==> config.mk <==
export PLATFORM = sky130hd
export DESIGN_NAME = instruction_fetch_unit_flat
export DESIGN_NICKNAME = d
export VERILOG_FILES = /design/src/rtl/instruction_fetch_unit_pkg.sv /design/src/rtl/instruction_fetch_unit_if.sv /design/src/rtl/instruction_fetch_unit_next_pc_calc.sv /design/src/rtl/instruction_fetch_unit.sv /design/src/flat_wrapper.sv
export SDC_FILE = /design/constraint.sdc
export NUM_CORES = 1
export LEC_CHECK = 0
export ABC_AREA = 1
export BUFFER_PORTS_ARGS = -buffer_cell sky130_fd_sc_hd__buf_4
export CORE_MARGIN = 2
export CORE_UTILIZATION = 59
export DETAILED_ROUTE_END_ITERATION = 8
export PLACE_DENSITY_LB_ADDON = 0.12
export SLEW_MARGIN = 25
export SYNTH_ARGS = -nofsm -noshare
export SYNTH_HDL_FRONTEND = slang
export SYNTH_SLANG_ARGS = --single-unit
export TNS_END_PERCENT = 10
==> constraint.sdc <==
create_clock -name CLK -period 6.08 [get_ports CLK]
set_input_delay 0.912 -clock CLK [delete_from_list [all_inputs] [get_ports CLK]]
set_output_delay 0.912 -clock CLK [all_outputs]
set_load 0.05 [all_outputs]
==> src/rtl/instruction_fetch_unit_pkg.sv <==
// Shared definitions for the instruction fetch unit and the opcode decoder:
// opcode values, FSM state encoding, instruction field positions and the
// stored form of a fetched instruction.
package instruction_fetch_unit_pkg;

  // Opcodes carried in instruction[31:24]
  localparam logic [7:0] OP_ADD   = 8'h00;
  localparam logic [7:0] OP_SUB   = 8'h01;
  localparam logic [7:0] OP_AND   = 8'h02;
  localparam logic [7:0] OP_OR    = 8'h03;
  localparam logic [7:0] OP_MOV   = 8'h04;
  localparam logic [7:0] OP_LOADI = 8'h05;
  localparam logic [7:0] OP_J     = 8'h06;
  localparam logic [7:0] OP_BEQ   = 8'h07;

  // Sequencer states
  typedef enum logic [1:0] {
    ST_IDLE  = 2'd0,
    ST_FETCH = 2'd1,
    ST_ISSUE = 2'd2
  } state_t;

  // Instruction field bit positions
  localparam int OPCODE_MSB = 31;
  localparam int OPCODE_LSB = 24;
  localparam int OFFSET_MSB = 23;
  localparam int OFFSET_LSB = 16;
  localparam int DEST_MSB   = 18;
  localparam int DEST_LSB   = 16;
  localparam int SRC1_MSB   = 10;
  localparam int SRC1_LSB   = 8;
  localparam int SRC2_MSB   = 2;
  localparam int SRC2_LSB   = 0;
  localparam int IMM_MSB    = 7;
  localparam int IMM_LSB    = 0;

  // Instruction register contents. DEST is the low 3 bits of OFFSET and SRC2
  // is the low 3 bits of IMMEDIATE, so only the distinct fields are stored;
  // instruction[15:11] feeds no output and is not kept.
  typedef struct packed {
    logic [7:0] opcode;
    logic [7:0] offset;
    logic [2:0] src1;
    logic [7:0] immediate;
  } instr_t;

  localparam instr_t INSTR_NONE = '{opcode: 8'd0, offset: 8'd0, src1: 3'd0, immediate: 8'd0};

  // Signed word offset converted to a byte displacement
  function automatic logic [31:0] offset_to_bytes(input logic [7:0] offset);
    return {{22{offset[7]}}, offset, 2'b00};
  endfunction

endpackage

==> src/rtl/instruction_fetch_unit_if.sv <==
// Signal bundle between the fetch unit, instruction memory and the decode /
// execute stage. master = fetch unit, slave = memory plus downstream stage.
interface instruction_fetch_unit_if;
  logic        IMEM_READ;
  logic [31:0] IMEM_ADDRESS;
  logic [31:0] IMEM_READDATA;
  logic        IMEM_BUSYWAIT;
  logic        STALL;
  logic        JUMP;
  logic        BRANCH;
  logic        ZERO;
  logic [31:0] PC;
  logic        INSTR_VALID;
  logic [7:0]  OPCODE;
  logic [7:0]  OFFSET;
  logic [2:0]  DEST;
  logic [2:0]  SRC1;
  logic [2:0]  SRC2;
  logic [7:0]  IMMEDIATE;

  modport master (
    output IMEM_READ, IMEM_ADDRESS, PC, INSTR_VALID,
    output OPCODE, OFFSET, DEST, SRC1, SRC2, IMMEDIATE,
    input  IMEM_READDATA, IMEM_BUSYWAIT, STALL, JUMP, BRANCH, ZERO
  );

  modport slave (
    input  IMEM_READ, IMEM_ADDRESS, PC, INSTR_VALID,
    input  OPCODE, OFFSET, DEST, SRC1, SRC2, IMMEDIATE,
    output IMEM_READDATA, IMEM_BUSYWAIT, STALL, JUMP, BRANCH, ZERO
  );
endinterface

==> src/rtl/instruction_fetch_unit_next_pc_calc.sv <==
// Next program counter: PC+4, or PC+4 plus the sign-extended word offset
// when the issued instruction takes its branch/jump. Wraps modulo 2^32.
module instruction_fetch_unit_next_pc_calc
  import instruction_fetch_unit_pkg::*;
(
  input  logic [31:0] pc,
  input  logic [7:0]  offset,
  input  logic        taken,
  output logic [31:0] next_pc
);

  logic [31:0] seq_pc_s;
  logic [31:0] target_s;

  assign seq_pc_s = pc + 32'd4;
  assign target_s = seq_pc_s + offset_to_bytes(offset);

  // Choose the branch target or the sequential address
  always_comb begin
    next_pc = seq_pc_s;
    if (taken) begin
      next_pc = target_s;
    end else begin
      next_pc = seq_pc_s;
    end
  end

endmodule

==> src/rtl/instruction_fetch_unit.sv <==
// Instruction fetch sequencer: IDLE -> FETCH (wait for memory) -> ISSUE
// (present fields until downstream releases STALL) -> FETCH at the next PC.
// Every output comes straight from a register.
module instruction_fetch_unit
  import instruction_fetch_unit_pkg::*;
(
  input  logic                       CLK,
  input  logic                       RESET,
  instruction_fetch_unit_if.master   bus
);

  state_t      state_r;
  state_t      state_next_s;
  logic [31:0] pc_r;
  logic [31:0] pc_next_s;
  logic [31:0] target_pc_s;
  instr_t      ir_r;
  instr_t      ir_next_s;
  logic        taken_s;
  logic        imem_read_r;
  logic        instr_valid_r;

  // Only consumed in ISSUE, so the decoder flags are ignored elsewhere
  assign taken_s = bus.JUMP | (bus.BRANCH & bus.ZERO);

  instruction_fetch_unit_next_pc_calc u_next_pc (
    .pc      (pc_r),
    .offset  (ir_r.offset),
    .taken   (taken_s),
    .next_pc (target_pc_s)
  );

  // Next-state, next-PC and instruction register load/clear decisions.
  // The instruction register is cleared on leaving ISSUE so the field
  // outputs read zero whenever INSTR_VALID is low.
  always_comb begin
    state_next_s = state_r;
    pc_next_s    = pc_r;
    ir_next_s    = ir_r;
    case (state_r)
      ST_IDLE: begin
        state_next_s = ST_FETCH;
      end
      ST_FETCH: begin
        if (!bus.IMEM_BUSYWAIT) begin
          state_next_s        = ST_ISSUE;
          ir_next_s.opcode    = bus.IMEM_READDATA[OPCODE_MSB:OPCODE_LSB];
          ir_next_s.offset    = bus.IMEM_READDATA[OFFSET_MSB:OFFSET_LSB];
          ir_next_s.src1      = bus.IMEM_READDATA[SRC1_MSB:SRC1_LSB];
          ir_next_s.immediate = bus.IMEM_READDATA[IMM_MSB:IMM_LSB];
        end else begin
          state_next_s = ST_FETCH;
        end
      end
      ST_ISSUE: begin
        if (!bus.STALL) begin
          state_next_s = ST_FETCH;
          pc_next_s    = target_pc_s;
          ir_next_s    = INSTR_NONE;
        end else begin
          state_next_s = ST_ISSUE;
        end
      end
      default: begin
        state_next_s = ST_IDLE;
        ir_next_s    = INSTR_NONE;
      end
    endcase
  end

  // State, PC, instruction register and registered handshake outputs
  always_ff @(posedge CLK) begin
    if (!RESET) begin
      state_r       <= ST_IDLE;
      pc_r          <= 32'd0;
      ir_r          <= INSTR_NONE;
      imem_read_r   <= 1'b0;
      instr_valid_r <= 1'b0;
    end else begin
      state_r       <= state_next_s;
      pc_r          <= pc_next_s;
      ir_r          <= ir_next_s;
      imem_read_r   <= (state_next_s == ST_FETCH);
      instr_valid_r <= (state_next_s == ST_ISSUE);
    end
  end

  assign bus.IMEM_READ    = imem_read_r;
  assign bus.IMEM_ADDRESS = pc_r;
  assign bus.PC           = pc_r;
  assign bus.INSTR_VALID  = instr_valid_r;
  assign bus.OPCODE       = ir_r.opcode;
  assign bus.OFFSET       = ir_r.offset;
  assign bus.DEST         = ir_r.offset[2:0];
  assign bus.SRC1         = ir_r.src1;
  assign bus.SRC2         = ir_r.immediate[2:0];
  assign bus.IMMEDIATE    = ir_r.immediate;

endmodule
==> src/flat_wrapper.sv <==
// flat-port wrapper written by rule: the top's interface ports become plain ports
module instruction_fetch_unit_flat import instruction_fetch_unit_pkg::*;
  (CLK, RESET, bus_IMEM_READ, bus_IMEM_ADDRESS, bus_PC, bus_INSTR_VALID, bus_OPCODE, bus_OFFSET, bus_DEST, bus_SRC1, bus_SRC2, bus_IMMEDIATE, bus_IMEM_READDATA, bus_IMEM_BUSYWAIT, bus_STALL, bus_JUMP, bus_BRANCH, bus_ZERO);
  instruction_fetch_unit_if bus_i ();
  input  logic CLK;
  input  logic RESET;
  output wire logic [$bits(bus_i.IMEM_READ)-1:0] bus_IMEM_READ;
  output wire logic [$bits(bus_i.IMEM_ADDRESS)-1:0] bus_IMEM_ADDRESS;
  output wire logic [$bits(bus_i.PC)-1:0] bus_PC;
  output wire logic [$bits(bus_i.INSTR_VALID)-1:0] bus_INSTR_VALID;
  output wire logic [$bits(bus_i.OPCODE)-1:0] bus_OPCODE;
  output wire logic [$bits(bus_i.OFFSET)-1:0] bus_OFFSET;
  output wire logic [$bits(bus_i.DEST)-1:0] bus_DEST;
  output wire logic [$bits(bus_i.SRC1)-1:0] bus_SRC1;
  output wire logic [$bits(bus_i.SRC2)-1:0] bus_SRC2;
  output wire logic [$bits(bus_i.IMMEDIATE)-1:0] bus_IMMEDIATE;
  input wire logic [$bits(bus_i.IMEM_READDATA)-1:0] bus_IMEM_READDATA;
  input wire logic [$bits(bus_i.IMEM_BUSYWAIT)-1:0] bus_IMEM_BUSYWAIT;
  input wire logic [$bits(bus_i.STALL)-1:0] bus_STALL;
  input wire logic [$bits(bus_i.JUMP)-1:0] bus_JUMP;
  input wire logic [$bits(bus_i.BRANCH)-1:0] bus_BRANCH;
  input wire logic [$bits(bus_i.ZERO)-1:0] bus_ZERO;
  assign bus_IMEM_READ = bus_i.IMEM_READ;
  assign bus_IMEM_ADDRESS = bus_i.IMEM_ADDRESS;
  assign bus_PC = bus_i.PC;
  assign bus_INSTR_VALID = bus_i.INSTR_VALID;
  assign bus_OPCODE = bus_i.OPCODE;
  assign bus_OFFSET = bus_i.OFFSET;
  assign bus_DEST = bus_i.DEST;
  assign bus_SRC1 = bus_i.SRC1;
  assign bus_SRC2 = bus_i.SRC2;
  assign bus_IMMEDIATE = bus_i.IMMEDIATE;
  assign bus_i.IMEM_READDATA = bus_IMEM_READDATA;
  assign bus_i.IMEM_BUSYWAIT = bus_IMEM_BUSYWAIT;
  assign bus_i.STALL = bus_STALL;
  assign bus_i.JUMP = bus_JUMP;
  assign bus_i.BRANCH = bus_BRANCH;
  assign bus_i.ZERO = bus_ZERO;
  instruction_fetch_unit u_core (.CLK(CLK), .RESET(RESET), .bus(bus_i));
endmodule
# --- Word-level counts from Yosys, hierarchy flattened ---
# Cells that the tools add are included.
classes:
  add_sub_neg: 2
  eq_ne: 6
  muxes: 7
  bitwise_logic: 4
  n_reduce_logical: 3
ops:
  columns: ["operator", "count"]
  rows:
  - ["$pmux 27 s3", 1]
  - ["$mux 27", 2]
  - ["$add 32x3->32 const B", 1]
  - ["$add 32x32->32", 1]
  - ["$mux 32", 1]
  - ["$pmux 2 s3", 1]
  - ["$eq 2x1->1 const B", 2]
  - ["$eq 2x2->1 const B", 2]
  - ["$mux 2", 2]
  - ["$ne 2x2->1 const B", 2]
  - ["$reduce_and 3->1", 1]
  - ["$logic_not 2->1", 1]
  - ["$not 1->1", 2]
  - ["$reduce_and 2->1", 1]
  - ["$and 1x1->1", 1]
  - ["$or 1x1->1", 1]
word_totals:
  register_bits: 63
  output_inout_bits: 99
  word_cells: 30

# --- Depth between registers and ports, before layout ---
logic_depth:
  word_depth: 3
  mapped_depth: 23
  depth_no_buf: 23

# --- Hierarchy ---
# Synthesis repeated with hierarchy kept, for this count alone.
hier_totals:
  cells_unflattened: 1062
  area_unflattened_um2: 6376.1
by_module_without_submodules:
  columns: ["module", "n_inst", "cells_per_inst", "area_per_inst_um2", "seq_area_each_um2"]
  rows:
  - ["instruction_fetch_unit_next_pc_calc", 1, 660, 3404.5, 0.0]
  - ["instruction_fetch_unit", 1, 402, 2971.6, 1261.2]

# --- Least setup slack after synthesis ---
# No wires, ideal clock.
synth_path:
  kind: "reg-to-reg"
  startpoint: "register u_core.pc_r[3] (netlist: u_core.bus.IMEM_ADDRESS[3])"
  endpoint: "register u_core.pc_r[27] (netlist: u_core.bus.IMEM_ADDRESS[27])"
  setup_ps: 132
  arrival_time_ps: 2933
  required_time_ps: 5948
  setup_slack_ps: 3015
  path_stages_with_launch: 22
  path_buffers: 0
  synth_period_minus_slack_ps: 3065
  cell_sequence: "dfxtp_1 ha_1 nand3_1 inv_2 nand2_1 nor2_1 nand3_1 nor2_1 nand2_1 nand2_1 inv_1 ha_1 nand2_1 inv_1 a21oi_1 inv_1 a21oi_1 nand3_1 nand2_1 nand3_1 nand2_1 a21oi_1"
synth_via:
  elab_chain_len: 3
synth_lines:
  columns: ["element", "line", "text"]
  rows:
  - ["start: declaration", "instruction_fetch_unit.sv:14", "logic [31:0] pc_r;"]
  - ["start signal: assignment", "instruction_fetch_unit.sv:81", "pc_r <= pc_next_s;"]
  - ["$add 32x3->32 *", "instruction_fetch_unit_next_pc_calc.sv:15", "assign seq_pc_s = pc + 32'd4;"]
  - ["$add 32x32->32", "instruction_fetch_unit_next_pc_calc.sv:16", "assign target_s = seq_pc_s + offset_to_bytes(offset);"]
  - ["$mux 32 *", "instruction_fetch_unit_next_pc_calc.sv:21", "if (taken) begin"]
# Every way passes the cells marked *; elsewhere a longest branch is shown, timed or not.
# A chain may end at the register's enable or synchronous reset.

# --- Worst setup path after layout ---
layout_path:
  startpoint: "register u_core.pc_r[3] (netlist: u_core.bus.IMEM_ADDRESS[3])"
  endpoint: "register u_core.pc_r[29] (netlist: u_core.bus.IMEM_ADDRESS[29])"
# Same word-level chain as after synthesis.

==> impl_metrics.json <==
{
  "vias": 6266,
  "hold_class": "reg -> reg",
  "start_util_pct": 60.9,
  "tns_ns": 0,
  "core_area_um2": 9280,
  "critPathArrivalTime_ns": 3.73,
  "grt_max_degree": 54,
  "min_period_ns": 3.45,
  "synth_seq_area_share_pct": 21.6,
  "via_per_inst": 5.48,
  "worst_slew_pin_slew_ns": 0.969,
  "max_cap_violations": 0,
  "dr.pass1.iters": 5,
  "fp-row-count": 35,
  "r2r-end": "u_core.bus.IMEM_ADDRESS[29]",
  "reg2reg_depth": 17,
  "slew_violations": 0,
  "cts.sinks": 61,
  "wl_um": 16700,
  "hp-start": "u_core.bus.SRC1[0]",
  "ff2ff_setup_slack_ns": 2.63,
  "power_leakage_nw": 3.36,
  "drt_iter0_drc": 525,
  "die_x_um": 102,
  "num_io_pins": 138,
  "detail-route-antenna-nets": 0,
  "wl_per_cell_um": 14.6,
  "clkSlewWorstSetupHoldPaths_ns": 0.08,
  "drc": 0,
  "grt-ovfl-total": 0,
  "outcome": "finished clean",
  "antenna_found_initial": 0,
  "worstPathRequired_ns": 6.36,
  "placed_area_um2": 6440,
  "critPathKind": "reg -> reg",
  "root_buffer": "clkbuf_8",
  "die-area_um2": 10400,
  "fin_crit_sh_pct": 56.8,
  "crit_fanout": 7,
  "max_freq_mhz": 290,
  "slew_headroom_pct": 35.0,
  "setup_viol": 0,
  "syn_area_um2": 5650,
  "hold_depth": 2,
  "ys_ff_latch": 61,
  "yosysUniqueCellTypes": 43,
  "grt_use_total_pct": 32.5,
  "rsz0062_at_grt": "no",
  "drive_above_1_share_pct": 19.3,
  "port_buffers": 128,
  "htree_levels": 3,
  "insertion_delay_ns": 0.35,
  "diodes": 0,
  "gp_congestion": 0.992,
  "synthToLayoutAreaGrowth_pct": 17.5,
  "place_hpwl_um": 12900,
  "power_density_nw_per_um2": 166,
  "clock_path_buffers": 2,
  "dieHeight_um": 102,
  "start_kind": "flip-flop",
  "yosysWarnings": 0,
  "holdPathEnd": "u_core.bus.SRC1[0]",
  "postCtsSetupBuffers": 0,
  "fin_area_um2": 6640,
  "finalHoldViolCount": 0,
  "ir_worst_vdd_v": 0.000158,
  "timing.rr.start": "u_core.bus.IMEM_ADDRESS[3]",
  "avgSynthCellArea_um2": 6.10,
  "grt_pass1_wl_um": 26700,
  "tritoncts": "yes",
  "cts_buffers": 9,
  "synth_cells": 927,
  "crit_path_end_kind": "flip-flop",
  "cts.repair.resized": 0,
  "clock_skew_ns": 0.0173,
  "hold_buffers": 0,
  "first_global_vias": 5684,
  "nets": 1087
}
[synth_stat cells, drive strengths merged]
| cell type | count | area share [%] |
|---|---|---|
| xnor2 | 6 | 0.93 |
| o21ai | 46 | 4.1 |
| nand3b | 4 | 0.53 |
| buf | 42 | 5.5 |
| nand4 | 13 | 1.4 |
| conb | 1 | 0.066 |
| a21oi | 85 | 7.7 |
| clkinv | 4 | 0.27 |
| inv | 103 | 6.8 |
| nand2 | 279 | 19 |
| o211ai | 2 | 0.27 |
| nor3 | 17 | 2.1 |
| nor2 | 70 | 5.6 |
| dfxtp | 61 | 22 |
| o21bai | 5 | 0.66 |
| fa | 1 | 0.35 |
| a31oi | 12 | 1.3 |
| ha | 37 | 8.2 |
| or2 | 12 | 1.3 |
| a31o | 1 | 0.15 |
| clkbuf | 20 | 1.3 |
| and2 | 3 | 0.38 |
| nand3 | 87 | 7.9 |
| a211oi | 1 | 0.13 |
| xor2 | 13 | 2.1 |
| a21o | 1 | 0.13 |
| a21boi | 1 | 0.13 |
[final cells by class]
cell class / count / area [um2]
Clock buffer: 9 / 124
Multi-Input combinational cell: 700 / 3670
Timing Repair Buffer: 131 / 983
Inverter: 107 / 402
Tap cell: 129 / 161
Sequential cell: 61 / 1220
Clock inverter: 7 / 77.6
Fill cell: 856 / 2640
[per-stage QoR]
stage	setup slack (ns)	hold WS, ns	utilization (%)	total power, mW	instances
after floorplan	3.01	0.534	-	0.645	930
after global placement	2.74	0.453	69.3	0.723	1128
after detailed placement	2.72	0.456	69.3	0.726	1128
after CTS	2.73	0.466	71.5	1.10	1144
after global routing	2.25	0.495	71.6	1.14	1144
final	2.63	0.467	71.6	1.10	1144
[critical path, cell delays in order (launching register included)]
cell and delay, ns:
dfxtp_1 0.49, ha_1 0.25, nand3_1 0.16, inv_2 0.10
nand2_1 0.12, nor2_1 0.14, nand3_1 0.12, xor2_1 0.27
ha_1 0.34, a21oi_1 0.24, o21ai_0 0.17, a21oi_1 0.26
nor2_1 0.10, nor2_1 0.16, nand2_1 0.07, nand2_1 0.06
nand3_1 0.14, a21oi_1 0.20
[cells by family after synthesis]
logic type      count (synthesis)  synth area share, %
compound gates                154                 14.7
xor+xnor                       19                 3.08
fa+ha+maj                      38                 8.54
buf+inv                       169                 13.9
flops                          61                 21.6
other cells                     1               0.0663
simple gates                  485                 38.1
[placed cells by master (no fill, tap or decap), types with 2 or more instances in the layout]
master | netlist | routed
nand2_1 | 272 | 272
buf_4 | 40 | 131
inv_1 | 95 | 95
nand3_1 | 85 | 85
a21oi_1 | 82 | 81
nor2_1 | 62 | 61
dfxtp_1 | 61 | 61
o21ai_0 | 42 | 42
ha_1 | 37 | 37
nand4_1 | 13 | 13
nor3_1 | 12 | 12
xor2_1 | 12 | 12
a31oi_1 | 12 | 12
or2_2 | 9 | 9
inv_2 | 8 | 9
clkbuf_8 | 0 | 9
xnor2_1 | 6 | 6
nand2_2 | 6 | 6
nor2_4 | 4 | 5
o21bai_1 | 5 | 5
nand3b_1 | 4 | 4
a21oi_2 | 3 | 4
conb_1 | 1 | 4
inv_6 | 0 | 4
nor3_2 | 4 | 3
nor2_2 | 3 | 3
clkinv_1 | 4 | 3
or2_1 | 3 | 3
o21ai_1 | 3 | 3
nand3_2 | 2 | 2
nor3_4 | 1 | 2
and2_1 | 2 | 2
o211ai_1 | 2 | 2
[routing by layer]
metal | up-vias | track usage (%) | share of wire (%)
met4 | 0 | 12.6 | 3.2
met1 | 2828 | 40.4 | 41
met2 | 265 | 56.6 | 48
met3 | 36 | 4.99 | 7.1
li1 | 3137 | - | -
met5 | - | 0 | 0
[report_power, final]
part           internal [mW]  switching (mW)
Combinational         0.0874           0.201
Sequential             0.413          0.0169
Clock                  0.194           0.188
Total                  0.695           0.406
[sequential cells by signal, indices dropped and copies added, names as in the netlist]
signal / count
u_core.state_r: 2
u_core.bus.IMEM_READ: 1
u_core.bus.OPCODE: 8
u_core.bus.OFFSET: 8
u_core.bus.IMEM_ADDRESS: 30
u_core.bus.INSTR_VALID: 1
u_core.bus.SRC1: 3
u_core.bus.IMMEDIATE: 8
[worst max-delay path by stage]
| stage | startpoint | endpoint | slack [ns] |
|---|---|---|---|
| floorplan | u_core.bus.IMEM_ADDRESS[3] | u_core.bus.IMEM_ADDRESS[27] | 3.01 |
| finish | u_core.bus.IMEM_ADDRESS[3] | u_core.bus.IMEM_ADDRESS[29] | 2.63 |
| global placement | bus_IMEM_BUSYWAIT | u_core.bus.OFFSET[1] | 2.74 |
| global route | u_core.bus.IMEM_ADDRESS[2] | u_core.bus.IMEM_ADDRESS[26] | 2.25 |
| detailed placement | bus_IMEM_BUSYWAIT | u_core.bus.OPCODE[5] | 2.72 |
| CTS | u_core.bus.IMEM_ADDRESS[2] | u_core.bus.IMEM_ADDRESS[31] | 2.73 |
Note: power is estimated with default switching activity, not from simulation.
